### src/rtl/lsu_pkg.sv
// Shared definitions for the load/store unit: access-size encodings and FSM states.
package lsu_pkg;

    localparam logic [1:0] SZ_BYTE = 2'b00;
    localparam logic [1:0] SZ_HALF = 2'b01;
    localparam logic [1:0] SZ_WORD = 2'b10;
    localparam logic [1:0] SZ_RSVD = 2'b11;

    typedef enum logic [1:0] {
        StIdle,
        StReq,
        StResp
    } lsu_state_e;

endpackage

### src/rtl/lsu_align.sv
// Combinational lane logic: store byte enables and data replication, load lane
// extraction with sign/zero extension.
module lsu_align
    import lsu_pkg::*;
(
    input  logic [1:0]  st_size,
    input  logic [1:0]  st_off,
    input  logic [31:0] st_wdata,
    output logic [3:0]  st_be,
    output logic [31:0] st_wdata_rep,
    input  logic [1:0]  ld_size,
    input  logic [1:0]  ld_off,
    input  logic        ld_signed,
    input  logic [31:0] ld_rdata,
    output logic [31:0] ld_data
);

    logic [7:0]  ld_byte;
    logic [15:0] ld_half;

    always_comb begin
        st_be        = 4'b0000;
        st_wdata_rep = st_wdata;
        case (st_size)
            SZ_BYTE: begin
                st_be        = 4'b0001 << st_off;
                st_wdata_rep = {4{st_wdata[7:0]}};
            end
            SZ_HALF: begin
                st_be        = st_off[1] ? 4'b1100 : 4'b0011;
                st_wdata_rep = {2{st_wdata[15:0]}};
            end
            SZ_WORD: st_be = 4'b1111;
            default: st_be = 4'b0000;
        endcase
    end

    always_comb begin
        ld_byte = ld_rdata[7:0];
        case (ld_off)
            2'd0:    ld_byte = ld_rdata[7:0];
            2'd1:    ld_byte = ld_rdata[15:8];
            2'd2:    ld_byte = ld_rdata[23:16];
            default: ld_byte = ld_rdata[31:24];
        endcase
        ld_half = ld_off[1] ? ld_rdata[31:16] : ld_rdata[15:0];

        case (ld_size)
            SZ_BYTE: ld_data = {{24{ld_signed & ld_byte[7]}}, ld_byte};
            SZ_HALF: ld_data = {{16{ld_signed & ld_half[15]}}, ld_half};
            default: ld_data = ld_rdata;
        endcase
    end

endmodule

### src/rtl/lsu_ctrl.sv
// Load/store unit controller: request capture, memory handshake FSM and timeout.
// Define LSU_MISALIGN_TRAP_EN to reject misaligned halfword/word accesses.
module lsu_ctrl
    import lsu_pkg::*;
#(
    parameter int unsigned TIMEOUT = 16
) (
    input  logic        clk,
    input  logic        rst_n,
    input  logic        req_valid,
    output logic        req_ready,
    input  logic        req_we,
    input  logic [1:0]  req_size,
    input  logic        req_signed,
    input  logic [31:0] req_addr,
    input  logic [31:0] req_wdata,
    output logic        resp_valid,
    output logic [31:0] resp_rdata,
    output logic        resp_err,
    output logic        mem_req,
    output logic        mem_we,
    output logic [3:0]  mem_be,
    output logic [31:0] mem_addr,
    output logic [31:0] mem_wdata,
    input  logic        mem_ack,
    input  logic [31:0] mem_rdata
);

    localparam int unsigned CntW = (TIMEOUT > 1) ? $clog2(TIMEOUT) : 1;
    localparam logic [CntW-1:0] CntLast = CntW'(TIMEOUT - 1);

    lsu_state_e    state_q;
    logic [1:0]    size_q;
    logic [1:0]    off_q;
    logic          signed_q;
    logic [CntW-1:0] cnt_q;

    logic        req_illegal;
    logic [1:0]  st_off;
    logic [3:0]  st_be;
    logic [31:0] st_wdata_rep;
    logic [31:0] ld_data;

`ifdef LSU_MISALIGN_TRAP_EN
    logic misalign;
    assign misalign = ((req_size == SZ_HALF) && req_addr[0]) ||
                      ((req_size == SZ_WORD) && (req_addr[1:0] != 2'b00));
    assign req_illegal = (req_size == SZ_RSVD) || misalign;
`else
    assign req_illegal = (req_size == SZ_RSVD);
`endif

    // Low address bits forced to natural alignment for the access size.
    always_comb begin
        case (req_size)
            SZ_HALF: st_off = {req_addr[1], 1'b0};
            SZ_WORD: st_off = 2'b00;
            default: st_off = req_addr[1:0];
        endcase
    end

    lsu_align u_align (
        .st_size      (req_size),
        .st_off       (st_off),
        .st_wdata     (req_wdata),
        .st_be        (st_be),
        .st_wdata_rep (st_wdata_rep),
        .ld_size      (size_q),
        .ld_off       (off_q),
        .ld_signed    (signed_q),
        .ld_rdata     (mem_rdata),
        .ld_data      (ld_data)
    );

    always_ff @(posedge clk or negedge rst_n) begin
        if (!rst_n) begin
            state_q    <= StIdle;
            size_q     <= SZ_BYTE;
            off_q      <= 2'b00;
            signed_q   <= 1'b0;
            cnt_q      <= '0;
            req_ready  <= 1'b1;
            resp_valid <= 1'b0;
            resp_rdata <= 32'h0;
            resp_err   <= 1'b0;
            mem_req    <= 1'b0;
            mem_we     <= 1'b0;
            mem_be     <= 4'b0000;
            mem_addr   <= 32'h0;
            mem_wdata  <= 32'h0;
        end else begin
            unique case (state_q)
                StIdle: begin
                    if (req_valid && req_ready) begin
                        req_ready <= 1'b0;
                        if (req_illegal) begin
                            state_q    <= StResp;
                            resp_valid <= 1'b1;
                            resp_err   <= 1'b1;
                            resp_rdata <= 32'h0;
                        end else begin
                            state_q   <= StReq;
                            mem_req   <= 1'b1;
                            mem_we    <= req_we;
                            mem_be    <= st_be;
                            mem_addr  <= {req_addr[31:2], 2'b00};
                            mem_wdata <= st_wdata_rep;
                            size_q    <= req_size;
                            off_q     <= st_off;
                            signed_q  <= req_signed;
                            cnt_q     <= '0;
                        end
                    end
                end
                StReq: begin
                    // Ack takes priority over a coincident timeout.
                    if (mem_ack) begin
                        state_q    <= StResp;
                        mem_req    <= 1'b0;
                        resp_valid <= 1'b1;
                        resp_err   <= 1'b0;
                        resp_rdata <= mem_we ? 32'h0 : ld_data;
                    end else if (cnt_q == CntLast) begin
                        state_q    <= StResp;
                        mem_req    <= 1'b0;
                        resp_valid <= 1'b1;
                        resp_err   <= 1'b1;
                        resp_rdata <= 32'h0;
                    end else begin
                        cnt_q <= cnt_q + 1'b1;
                    end
                end
                StResp: begin
                    state_q    <= StIdle;
                    resp_valid <= 1'b0;
                    req_ready  <= 1'b1;
                end
                default: state_q <= StIdle;
            endcase
        end
    end

endmodule

### config.mk
export PLATFORM = sky130hd
export DESIGN_NAME = lsu_ctrl
export DESIGN_NICKNAME = d
export VERILOG_FILES = /design/src/rtl/lsu_pkg.sv /design/src/rtl/lsu_align.sv /design/src/rtl/lsu_ctrl.sv
export SDC_FILE = /design/constraint.sdc
export NUM_CORES = 1
export LEC_CHECK = 0
export CAP_MARGIN = 10
export CELL_PAD_IN_SITES_DETAIL_PLACEMENT = 1
export CELL_PAD_IN_SITES_GLOBAL_PLACEMENT = 2
export CORE_MARGIN = 1
export CORE_UTILIZATION = 24
export DETAILED_ROUTE_END_ITERATION = 16
export GPL_TIMING_DRIVEN = 0
export PLACE_DENSITY_LB_ADDON = 0.2
export SETUP_SLACK_MARGIN = 0.5
export SLEW_MARGIN = 15
export SYNTH_ARGS = -nofsm -noshare
export SYNTH_HDL_FRONTEND = slang
export SYNTH_SLANG_ARGS = --single-unit
### constraint.sdc
create_clock -name clk -period 1.7 [get_ports clk]
set_input_delay 0.34 -clock clk [delete_from_list [all_inputs] [get_ports clk]]
set_output_delay 0.34 -clock clk [all_outputs]
set_load 0.02 [all_outputs]
==> results of run 1 <==
==> worst max-delay path: stages, from the launching register on <==
cell      delay, ns
dfrtp_1        0.40
buf_6          0.13
ha_4           0.18
and2b_2        0.21
a22o_4         0.24
buf_8          0.15
buf_8          0.15
a221oi_2       0.24
a21oi_1        0.09
==> path summary, 6_finish.rpt <==
check | start | endpoint | slack, ns
worst max register to register | state_q[0]$_DFFE_PN0P_ | resp_rdata[14]$_DFFE_PN0P_ | -0.21
min in group clk | req_size[1] | size_q[1]$_DFFE_PN0P_ | 0.49
worst min-delay path | rst_n | resp_rdata[19]$_DFFE_PN0P_ | -0.14
worst max-delay path | state_q[0]$_DFFE_PN0P_ | resp_rdata[14]$_DFFE_PN0P_ | -0.21
max in group asynchronous | rst_n | req_ready$_DFFE_PN1P_ | 1.10
worst min register to register | mem_be[1]$_DFFE_PN0P_ | mem_be[1]$_DFFE_PN0P_ | 0.51
==> layout make-up <==
type | instances | area [um^2] | share of cell area
multi-input combinational | 333 | 3070 | 0.293
inverter | 11 | 41.3 | 0.00395
antenna | 2 | 5.00 | 0.000478
clock buffer | 18 | 439 | 0.0420
timing repair buffer | 304 | 3170 | 0.303
clock inverter | 14 | 144 | 0.0137
sequential | 114 | 2860 | 0.273
tap | 285 | 357 | 0.0341
buffer | 36 | 389 | 0.0372
==> power breakdown <==
group	switching [W]	internal, W
logic	0.00414	0.00472
clock network	0.00146	0.00210
registers	0.000827	0.00372
total	0.00643	0.0105
==> flip-flops by register name, indices dropped and copies added (netlist names) <==
register,count
mem_wdata,32
cnt_q,4
resp_rdata,32
signed_q,1
off_q,2
mem_req,1
mem_addr,30
mem_be,4
resp_err,1
resp_valid,1
mem_we,1
state_q,2
req_ready,1
size_q,2
==> cell families (layout without fill, tap and decap cells) <==
kind of cell | after synthesis | after routing | share of synthesized area
DFF | 114 | 114 | 0.515
muxes | 62 | 62 | 0.124
buffers and inverters | 47 | 383 | 0.0438
adders and majority gates | 8 | 8 | 0.0181
other | 1 | 4 | 0.000677
AOI/OAI and AO/OA | 154 | 154 | 0.204
and+or+nand+nor | 107 | 107 | 0.0949
==> layer usage <==
layer	vias to the layer above	global-route usage	wire (um)	share of wire
met5	-	0	0	0
met1	2673	0.202	8800	0.40
met3	16	0.0634	1530	0.070
li1	2482	-	-	-
met2	161	0.302	11300	0.52
met4	0	0.0448	289	0.013
==> per-stage QoR <==
step                      hold WS, ns  TNS (ns)  setup slack (ns)   util
after floorplan                0.0444  -0.00590          -0.00147      -
after global placement          0.462   -582.33             -4.46  0.358
after detailed placement        0.300    -79.63            -0.966  0.359
after CTS                      -0.144    -16.72            -0.221  0.399
after global routing           -0.126    -15.91            -0.269  0.462
final                          -0.144     -9.26            -0.215  0.462
==> cell usage after synthesis, types with 2 or more instances <==
cell type | count | area share
dfrtp_1 | 113 | 0.51
nand2_1 | 68 | 0.046
mux2_2 | 51 | 0.10
o21ai_0 | 40 | 0.036
a21oi_1 | 21 | 0.019
a221oi_1 | 19 | 0.030
a22oi_1 | 18 | 0.024
nand2b_1 | 18 | 0.020
a22o_1 | 15 | 0.024
buf_2 | 14 | 0.013
clkbuf_1 | 13 | 0.0088
inv_1 | 11 | 0.0075
mux2i_1 | 11 | 0.020
ha_1 | 8 | 0.018
o31ai_1 | 8 | 0.011
o221ai_1 | 7 | 0.011
o22a_1 | 7 | 0.011
buf_6 | 5 | 0.010
a221oi_2 | 4 | 0.011
nor2_1 | 4 | 0.0027
a21o_1 | 3 | 0.0041
buf_4 | 3 | 0.0041
nand3_1 | 3 | 0.0027
nand3b_1 | 3 | 0.0041
a31oi_1 | 2 | 0.0023
a41oi_1 | 2 | 0.0032
nand4b_1 | 2 | 0.0032
==> timing repair <==
item	CTS	global route
setup buffers	11	73
gates cloned	2	11
pin swaps	10	40
endpoints found under the hold margin	43	43
resized for setup	126	618
endpoints found under the setup margin	216	216
==> summary.md, run 1 <==
| Metric | Value |
|---|---|
| Outcome | `finished, violations left` |
| Violated checks | `negative hold slack, negative setup slack` |
| Syn avg cell area | `11.2 um^2` |
| Global route overflow | `0` |
| Remaining DRCs | `0` |
| Final WL | `roughly 22000 um` |
| Power per cell area | `1620 mW/mm^2` |
| Detailed Place HPWL | `~15000 um` |
| Non-Filler Instances | `1117` |
| Minimum clock period | `1.91 ns` |
| Instance area at placement | `0.00814 mm^2` |
| Worst-path maximum fanout | `10` |
| Share of layout cells above drive strength 1 | `0.520` |
| R2R depth | `8` |
| Num CTS Buffers | `17` |
| Via Count | `between 5000 and 6000` |
| Worst hold-check path type | `input pin to async pin` |
| Worst setup EP type | `register` |
| Post-synth top flop | `dfrtp_1` |
| Critical Setup Path Class | `register to register` |
| YS warnings | `0` |
| Synthesized flop and latch total | `114` |
| Inst Count DP | `~990` |
| All-layer global routing usage | `0.174` |
| Clk_lat worst skew | `slightly above 0.4 ns` |
| Max-Cap Viols | `0` |
| Vias per inst | `about 4.8` |
| Final setup viols | `approximately 110` |
| Longest Clk Path Bufs | `2` |
| Distinct cell type count of the synthesized netlist | `47` |
| Fillers | `2365` |
| LEAKAGE | `4.81 nW` |
| Post-synth ARST share | `1.00` |
| # rows | `55` |
| Post-synth EDFFs | `0` |
| Initial antenna violation count | `2` |
| Post-route ant nets | `0` |
| CTS tree | `yes` |
| First-pass GRT wire length | `31700 um` |
| RSZ-0062 raised after global routing | `true` |
| Fmax achieved | `522 MHz` |
| Startpoint types | `register` |
| Critical path arrival | `2.20 ns` |
| PortBufs | `a little over 200` |
| Pin count of the biggest net entering global routing | `about 70` |
| Final hold violations | `43` |
| Fin Hold WS | `-0.144 ns` |
| Final Cell Area | `0.0105 mm^2` |
| DR iter-0 viols | `162` |
| Register area share after synthesis | `0.515` |
| Slew margin rel. | `0.525` |
| Core Area | `approximately 0.023 mm^2` |
| Data required time of the worst path | `1.99 ns` |
| Sink Count | `approximately 110` |
| Clock root buffer | `clkbuf_16` |
| Cells after Synth | `slightly below 500` |
| DIE AREA | `0.0237 mm^2` |
| Vias in the first global route | `approximately 5600` |
| Overall Power | `0.0170 W` |
| Clk slew on worst S/H paths | `0.06 ns` |
| Leading cell type in the layout, fill and taps excluded | `dfrtp_1` |
| Commonest non-fill, non-tap cells in the layout | `dfrtp_1, buf_6, clkdlybuf4s50_1, buf_4, mux2_2` |
| Worst vdd ir | `0.718 mV` |
| Area Growth Syn to Fin | `89.0%` |
| Actual slew at the worst max-slew pin | `0.713 ns` |
| Mapped Area | `0.00554 mm^2` |
| Die H | `154 um` |
| Final RePlAce weighted congestion | `0.781` |
| # H-tree levels | `4` |
| Wire per inst | `19.6 um` |
| Clock Skews | `0.00618 ns` |
| NumNets Final | `929` |
| Fin crit share | `1.13` |
| Slew Limit Fails | `0` |
| Setup WS post-layout | `-0.215 ns` |
| Io pins | `209` |
| Chip Width | `about 150 um` |
| First-pass DRT Iterations | `4` |
| Initial Util | `0.245` |
(Power assumes the default switching activity.)
==> run 2, diff against run 1 <==
- CAP_MARGIN: 10 -> not set
- CORE_UTILIZATION: 24 -> 27
- clock period: 1.7 -> 1.88 ns (I/O delays scaled with it)
==> run 2 against run 1 <==
The run now ends clean. Core utilization increased by 4.6 points. Power down 8.2%. Non-clock buffer count stayed put. Via count grew 0.92%. Sequential cell count unchanged. First-iteration DRC count is 1.9% higher. Count of clock-buffer cells in the layout down 1. Clock power shrank 2%. Critical path depth unchanged. Final cell count down 1.4%. Register-to-register slack better by 0.22 ns. Design area down 2.0%. Highest routed layer unchanged.
==> summary.md, run 2 (synthesis results as in run 1) <==
| Metric | Value |
|---|---|
| Initial antenna violation count | `2` |
| Regs by FF count | `mem_wdata x32, resp_rdata x32, mem_addr x30` |
| Worst hold-check path type | `input pin to async pin` |
| Setup WS post-layout | `0.00404 ns` |
| First-pass GRT wire length | `31700 um` |
| Vias in the first global route | `5590` |
| Grt met3 use | `0.0686` |
| Max-Cap Viols | `0` |
| Worst vdd ir | `0.760 mV` |
| Power per cell area | `~1500 mW/mm^2` |
| LEAKAGE | `just under 5 nW` |
| GR Util met2 | `0.328` |
| Area Growth Syn to Fin | `85.1%` |
| Outcome | `finished clean` |
| Critical path arrival | `2.17 ns` |
| Initial Util | `0.275` |
| Remaining DRCs | `0` |
| Met1 Track Usage GR | `0.230` |
| Global route overflow | `0` |
| Final RePlAce weighted congestion | `0.786` |
| Core Area | `0.0202 mm^2` |
| Sequential cell area | `0.00285 mm^2` |
| Clock root buffer | `clkbuf_16` |
| Startpoint types | `register` |
| Io pins | `approximately 210` |
| Clk_lat worst skew | `0.42 ns` |
| Via Count | `5381` |
| # H-tree levels | `4` |
| Clock Skews | `0.00815 ns` |
| Pin count of the biggest net entering global routing | `67` |
| PortBufs | `206` |
| RSZ-0062 raised after global routing | `true` |
| Final Util | `0.508` |
| Slew margin rel. | `0.494` |
| Actual slew at the worst max-slew pin | `0.759 ns` |
| Flop2flop setup slack | `0.004 ns` |
| Fmax achieved | `533 MHz` |
| Vias per inst | `4.89` |
| # rows | `52` |
| Sink Count | `roughly 110` |
| Fillers | `2108` |
| Setup TNS | `0 ns` |
| Worst-path maximum fanout | `7` |
| Chip Width | `about 150 um` |
| Minimum clock period | `1.88 ns` |
| Clk slew on worst S/H paths | `0.06 ns` |
| All-layer global routing usage | `0.195` |
| DR iter-0 viols | `165` |
| Share of layout cells above drive strength 1 | `0.501` |
| Longest Clk Path Bufs | `2` |
| Num CTS Buffers | `17` |
| GRT busiest layer | `met2` |
| Worst setup EP type | `register` |
| Final setup viols | `0` |
| Critical Setup Path Class | `register to register` |
| Post-route ant nets | `0` |
| NumNets Final | `slightly above 900` |
| Detailed Place HPWL | `between 10000 and 15000 um` |
| Leading cell type in the layout, fill and taps excluded | `dfrtp_1` |
| Die H | `145 um` |
| Fin Hold WS | `0.471 ns` |
| CTS tree | `yes` |
| Wire per inst | `19.7 um` |
| Final WL | `approximately 22000 um` |
| Final hold violations | `0` |
| Commonest non-fill, non-tap cells in the layout | `dfrtp_1, buf_4, clkdlybuf4s50_1, buf_6, mux2_4` |
| DIE AREA | `0.0211 mm^2` |
| Data required time of the worst path | `approximately 2.2 ns` |
| Slew Limit Fails | `0` |
| First-pass DRT Iterations | `5` |
| Area of the multi-input gates | `0.00314 mm^2` |
| Dpl ws | `-0.850 ns` |
| Fin crit share | `0.998` |
==> run 2: where the power goes <==
part	switching, W	leakage (nW)	internal [W]
Sequential	0.000719	1.45	0.00336
Clock	0.00126	0.301	0.00223
Combinational	0.00378	3.17	0.00424
==> run 2: per-stage QoR <==
stage / cells / area [um^2] / total power [W]
floorplan: 494 / 5830 / 0.00748
global route: 1100 / 10200 / 0.0164
finish: 1101 / 10300 / 0.0156
detailed placement: 971 / 8260 / 0.0103
global placement: 970 / 8230 / 0.0101
CTS: 1025 / 9090 / 0.0139
==> run 2: path summary, 6_finish.rpt <==
kind,from,to,cells past startpoint
max in group asynchronous,rst_n,mem_wdata[5]$_DFFE_PN0P_,3
min,rst_n,resp_rdata[4]$_DFFE_PN0P_,2
min in group clk,resp_rdata[0]$_DFFE_PN0P_,resp_rdata[0]$_DFFE_PN0P_,2
min reg2reg,resp_rdata[0]$_DFFE_PN0P_,resp_rdata[0]$_DFFE_PN0P_,2
max reg2reg,state_q[1]$_DFFE_PN0P_,resp_rdata[10]$_DFFE_PN0P_,8
max,state_q[1]$_DFFE_PN0P_,resp_rdata[10]$_DFFE_PN0P_,8
==> run 2: what timing repair did <==
item                       CTS  global route
pin swaps                    8            45
cloned                       1            11
buffers inserted            20            64
resized for setup          149           435
setup endpoints to repair  216           210
hold buffers                 1             0
hold endpoints to repair    47             0
==> run 2: final cells by class <==
cell class / count / area share
diodes: 1 / 0.000244
plain buffers: 36 / 0.0408
clock buffers: 17 / 0.0415
clock inverters: 15 / 0.0200
inverters: 11 / 0.00403
multi-input cells: 333 / 0.306
flip-flops and latches: 114 / 0.278
well taps: 270 / 0.0330
repair buffers: 304 / 0.276
==> run 2: per-layer routing <==
layer  routed length [um]  up-vias
met5                    0        -
met1                 8960     2697
li1                     -     2482
met3                 1560       27
met2                10800      175
met4                  342        0
==> run 2: worst max-delay path, cell delays in order (launching register included) <==
cell and delay [ns]:
dfrtp_1 0.37, inv_2 0.08, ha_4 0.19, and2b_2 0.22, a22o_1 0.21, buf_6 0.15, buf_6 0.14, a221oi_2 0.27
a21oi_1 0.10
==> run 3, diff against run 2 <==
- CORE_MARGIN: 1 -> 5
==> run 3 against run 2 <==
Wire length grew 2.5%. Power shrank 6.7%. Sequential power shrank 2%. Combinational power shrank 9.4%. Global-route usage shrank 1.0 points. Final cell count shrank 2.0%. Clock skew grew 0.0010 ns. Critical path type unchanged. Highest routed layer is now met5. Count of clock-buffer cells in the layout grew 3. Clock power shrank 6.0%.
==> summary.md, run 3 (synthesis results as in run 1) <==
| Metric | Value |
|---|---|
| First-pass DRT Iterations | `4` |
| PortBufs | `206` |
| ANT cells | `0` |
| Via Count | `5295` |
| DIE AREA | `0.0235 mm^2` |
| Sink Count | `114` |
| Fmax achieved | `534 MHz` |
| Final setup viols | `0` |
| Grt met3 use | `0.0777` |
| Minimum clock period | `1.87 ns` |
| Fin Hold WS | `0.476 ns` |
| Worst-path maximum fanout | `6` |
| GR Util met2 | `0.302` |
| Power per cell area | `1480 mW/mm^2` |
| Fin crit share | `0.995` |
| Io pins | `209` |
| Int Power | `0.00912 W` |
| Clock Skews | `0.00917 ns` |
| CTS tree | `yes` |
| Detailed Place HPWL | `~15000 um` |
| Max-Cap Viols | `0` |
| # H-tree levels | `4` |
| Area Growth Syn to Fin | `77.2%` |
| Vias per inst | `4.91` |
| Sequential power share | `0.275` |
| # rows | `52` |
| All-layer global routing usage | `0.185` |
| Longest Clk Path Bufs | `2` |
| NumNets Final | `910` |
| Final RePlAce weighted congestion | `0.805` |
| Dpl ws | `-0.799 ns` |
| Critical Setup Path Class | `register to register` |
| Clk_lat worst skew | `0.41 ns` |
| Final Util | `0.485` |
| Worst hold-check path type | `register to register` |
| Actual slew at the worst max-slew pin | `0.699 ns` |
| Post-route ant nets | `0` |
| Clk slew on worst S/H paths | `0.06 ns` |
| P_sw | `0.00541 W` |
| Clock root buffer | `clkbuf_16` |
| Num CTS Buffers | `17` |
| Startpoint types | `register` |
| Worst setup EP type | `register` |
| Worst vdd ir | `around 0.66 mV` |
| Vias in the first global route | `~6000` |
| Clock share of power | `0.225` |
| Final WL | `22200 um` |
| Commonest non-fill, non-tap cells in the layout | `dfrtp_1, clkdlybuf4s50_1, buf_4, buf_2, nand2_1` |
| Chip Width | `153 um` |
| Regs by FF count | `mem_wdata x32, resp_rdata x32, mem_addr x30` |
| Comb pwr share | `0.499` |
| RSZ-0062 raised after global routing | `true` |
| Inst Count DP | `971` |
| Die H | `153 um` |
| Setup WS post-layout | `0.00880 ns` |
| Data required time of the worst path | `2.17 ns` |
| GRT busiest layer | `met2` |
| Met1 Track Usage GR | `0.224` |
| LEAKAGE | `4.71 nW` |
| Slew margin rel. | `0.534` |
| Non-Filler Instances | `between 1000 and 1500` |
| Initial Util | `0.274` |
| Global route overflow | `0` |
| Slew Limit Fails | `0` |
| Leading cell type in the layout, fill and taps excluded | `dfrtp_1` |
| Switch share | `0.373` |
| Pin count of the biggest net entering global routing | `61` |
| Wire per inst | `20.6 um` |
| First-pass GRT wire length | `34400 um` |
| Remaining DRCs | `0` |
| Overall Power | `between 0.01 and 0.015 W` |
| Share of layout cells above drive strength 1 | `0.477` |
| Outcome | `finished clean` |
| Core Area | `0.0202 mm^2` |
| Final hold violations | `0` |
| Initial antenna violation count | `2` |
| Critical path arrival | `2.16 ns` |
| DR iter-0 viols | `between 200 and 250` |
==> run 3: stage by stage <==
stage | TNS (ns) | area [um^2]
final | 0 | 9820
after global routing | -1.05 | 9820
after CTS | 0 | 9060
after detailed placement | -58.63 | 8260
after global placement | -542.50 | 8230
after floorplan | 0 | 5830
==> run 3: power groups by stage <==
stage	clock network (W)	logic [W]	registers, W
after CTS	0.00336	0.00636	0.00397
after global placement	0	0.00618	0.00396
after floorplan	0	0.00259	0.00489
after detailed placement	0	0.00629	0.00400
final	0.00328	0.00726	0.00400
after global routing	0.00348	0.00778	0.00412
==> run 3: worst paths after layout <==
path | to | slack [ns] | depth (start not counted) | from
max in group asynchronous | mem_addr[15]$_DFFE_PN0P_ | 0.67 | 3 | rst_n
worst max-delay path | resp_rdata[14]$_DFFE_PN0P_ | 0.009 | 8 | state_q[1]$_DFFE_PN0P_
min in group asynchronous | resp_rdata[20]$_DFFE_PN0P_ | 0.52 | 2 | rst_n
worst max register to register | resp_rdata[14]$_DFFE_PN0P_ | 0.009 | 8 | state_q[1]$_DFFE_PN0P_
worst min register to register | mem_wdata[15]$_DFFE_PN0P_ | 0.48 | 2 | mem_wdata[15]$_DFFE_PN0P_
worst min-delay path | mem_wdata[15]$_DFFE_PN0P_ | 0.48 | 2 | mem_wdata[15]$_DFFE_PN0P_
==> run 3: cell type report <==
cell class                      count  area, um^2
Clock buffer                       20         457
Tap cell                          270         338
Fill cell                        2150       10400
Sequential cell                   114        2850
Multi-Input combinational cell    333        3060
Buffer                             36         394
Timing Repair Buffer              285        2540
Inverter                           11        41.3
Clock inverter                     10         135
==> run 3: worst max-delay path, stage by stage (launching register included) <==
cell and delay (ns):
dfrtp_1 0.37, inv_2 0.08, ha_4 0.19, and2b_1 0.21
a22o_4 0.26, buf_8 0.15, buf_12 0.14, a221oi_4 0.28
a21oi_2 0.08
==> run 3: layer usage <==
metal	share of wire	vias to the layer above
met2	0.49	181
met4	0.013	4
met3	0.082	20
met5	0.0012	-
li1	-	2436
met1	0.41	2654
==> run 3: what timing repair did <==
item | 4_1_cts | 5_1_grt
gates resized for setup | 500 | 114
setup endpoints to repair | 216 | 180
cloned | 7 | 6
pin swaps | 31 | 19
setup buffers | 31 | 33
endpoints found under the hold margin | 53 | 0
hold buffers | 1 | 0
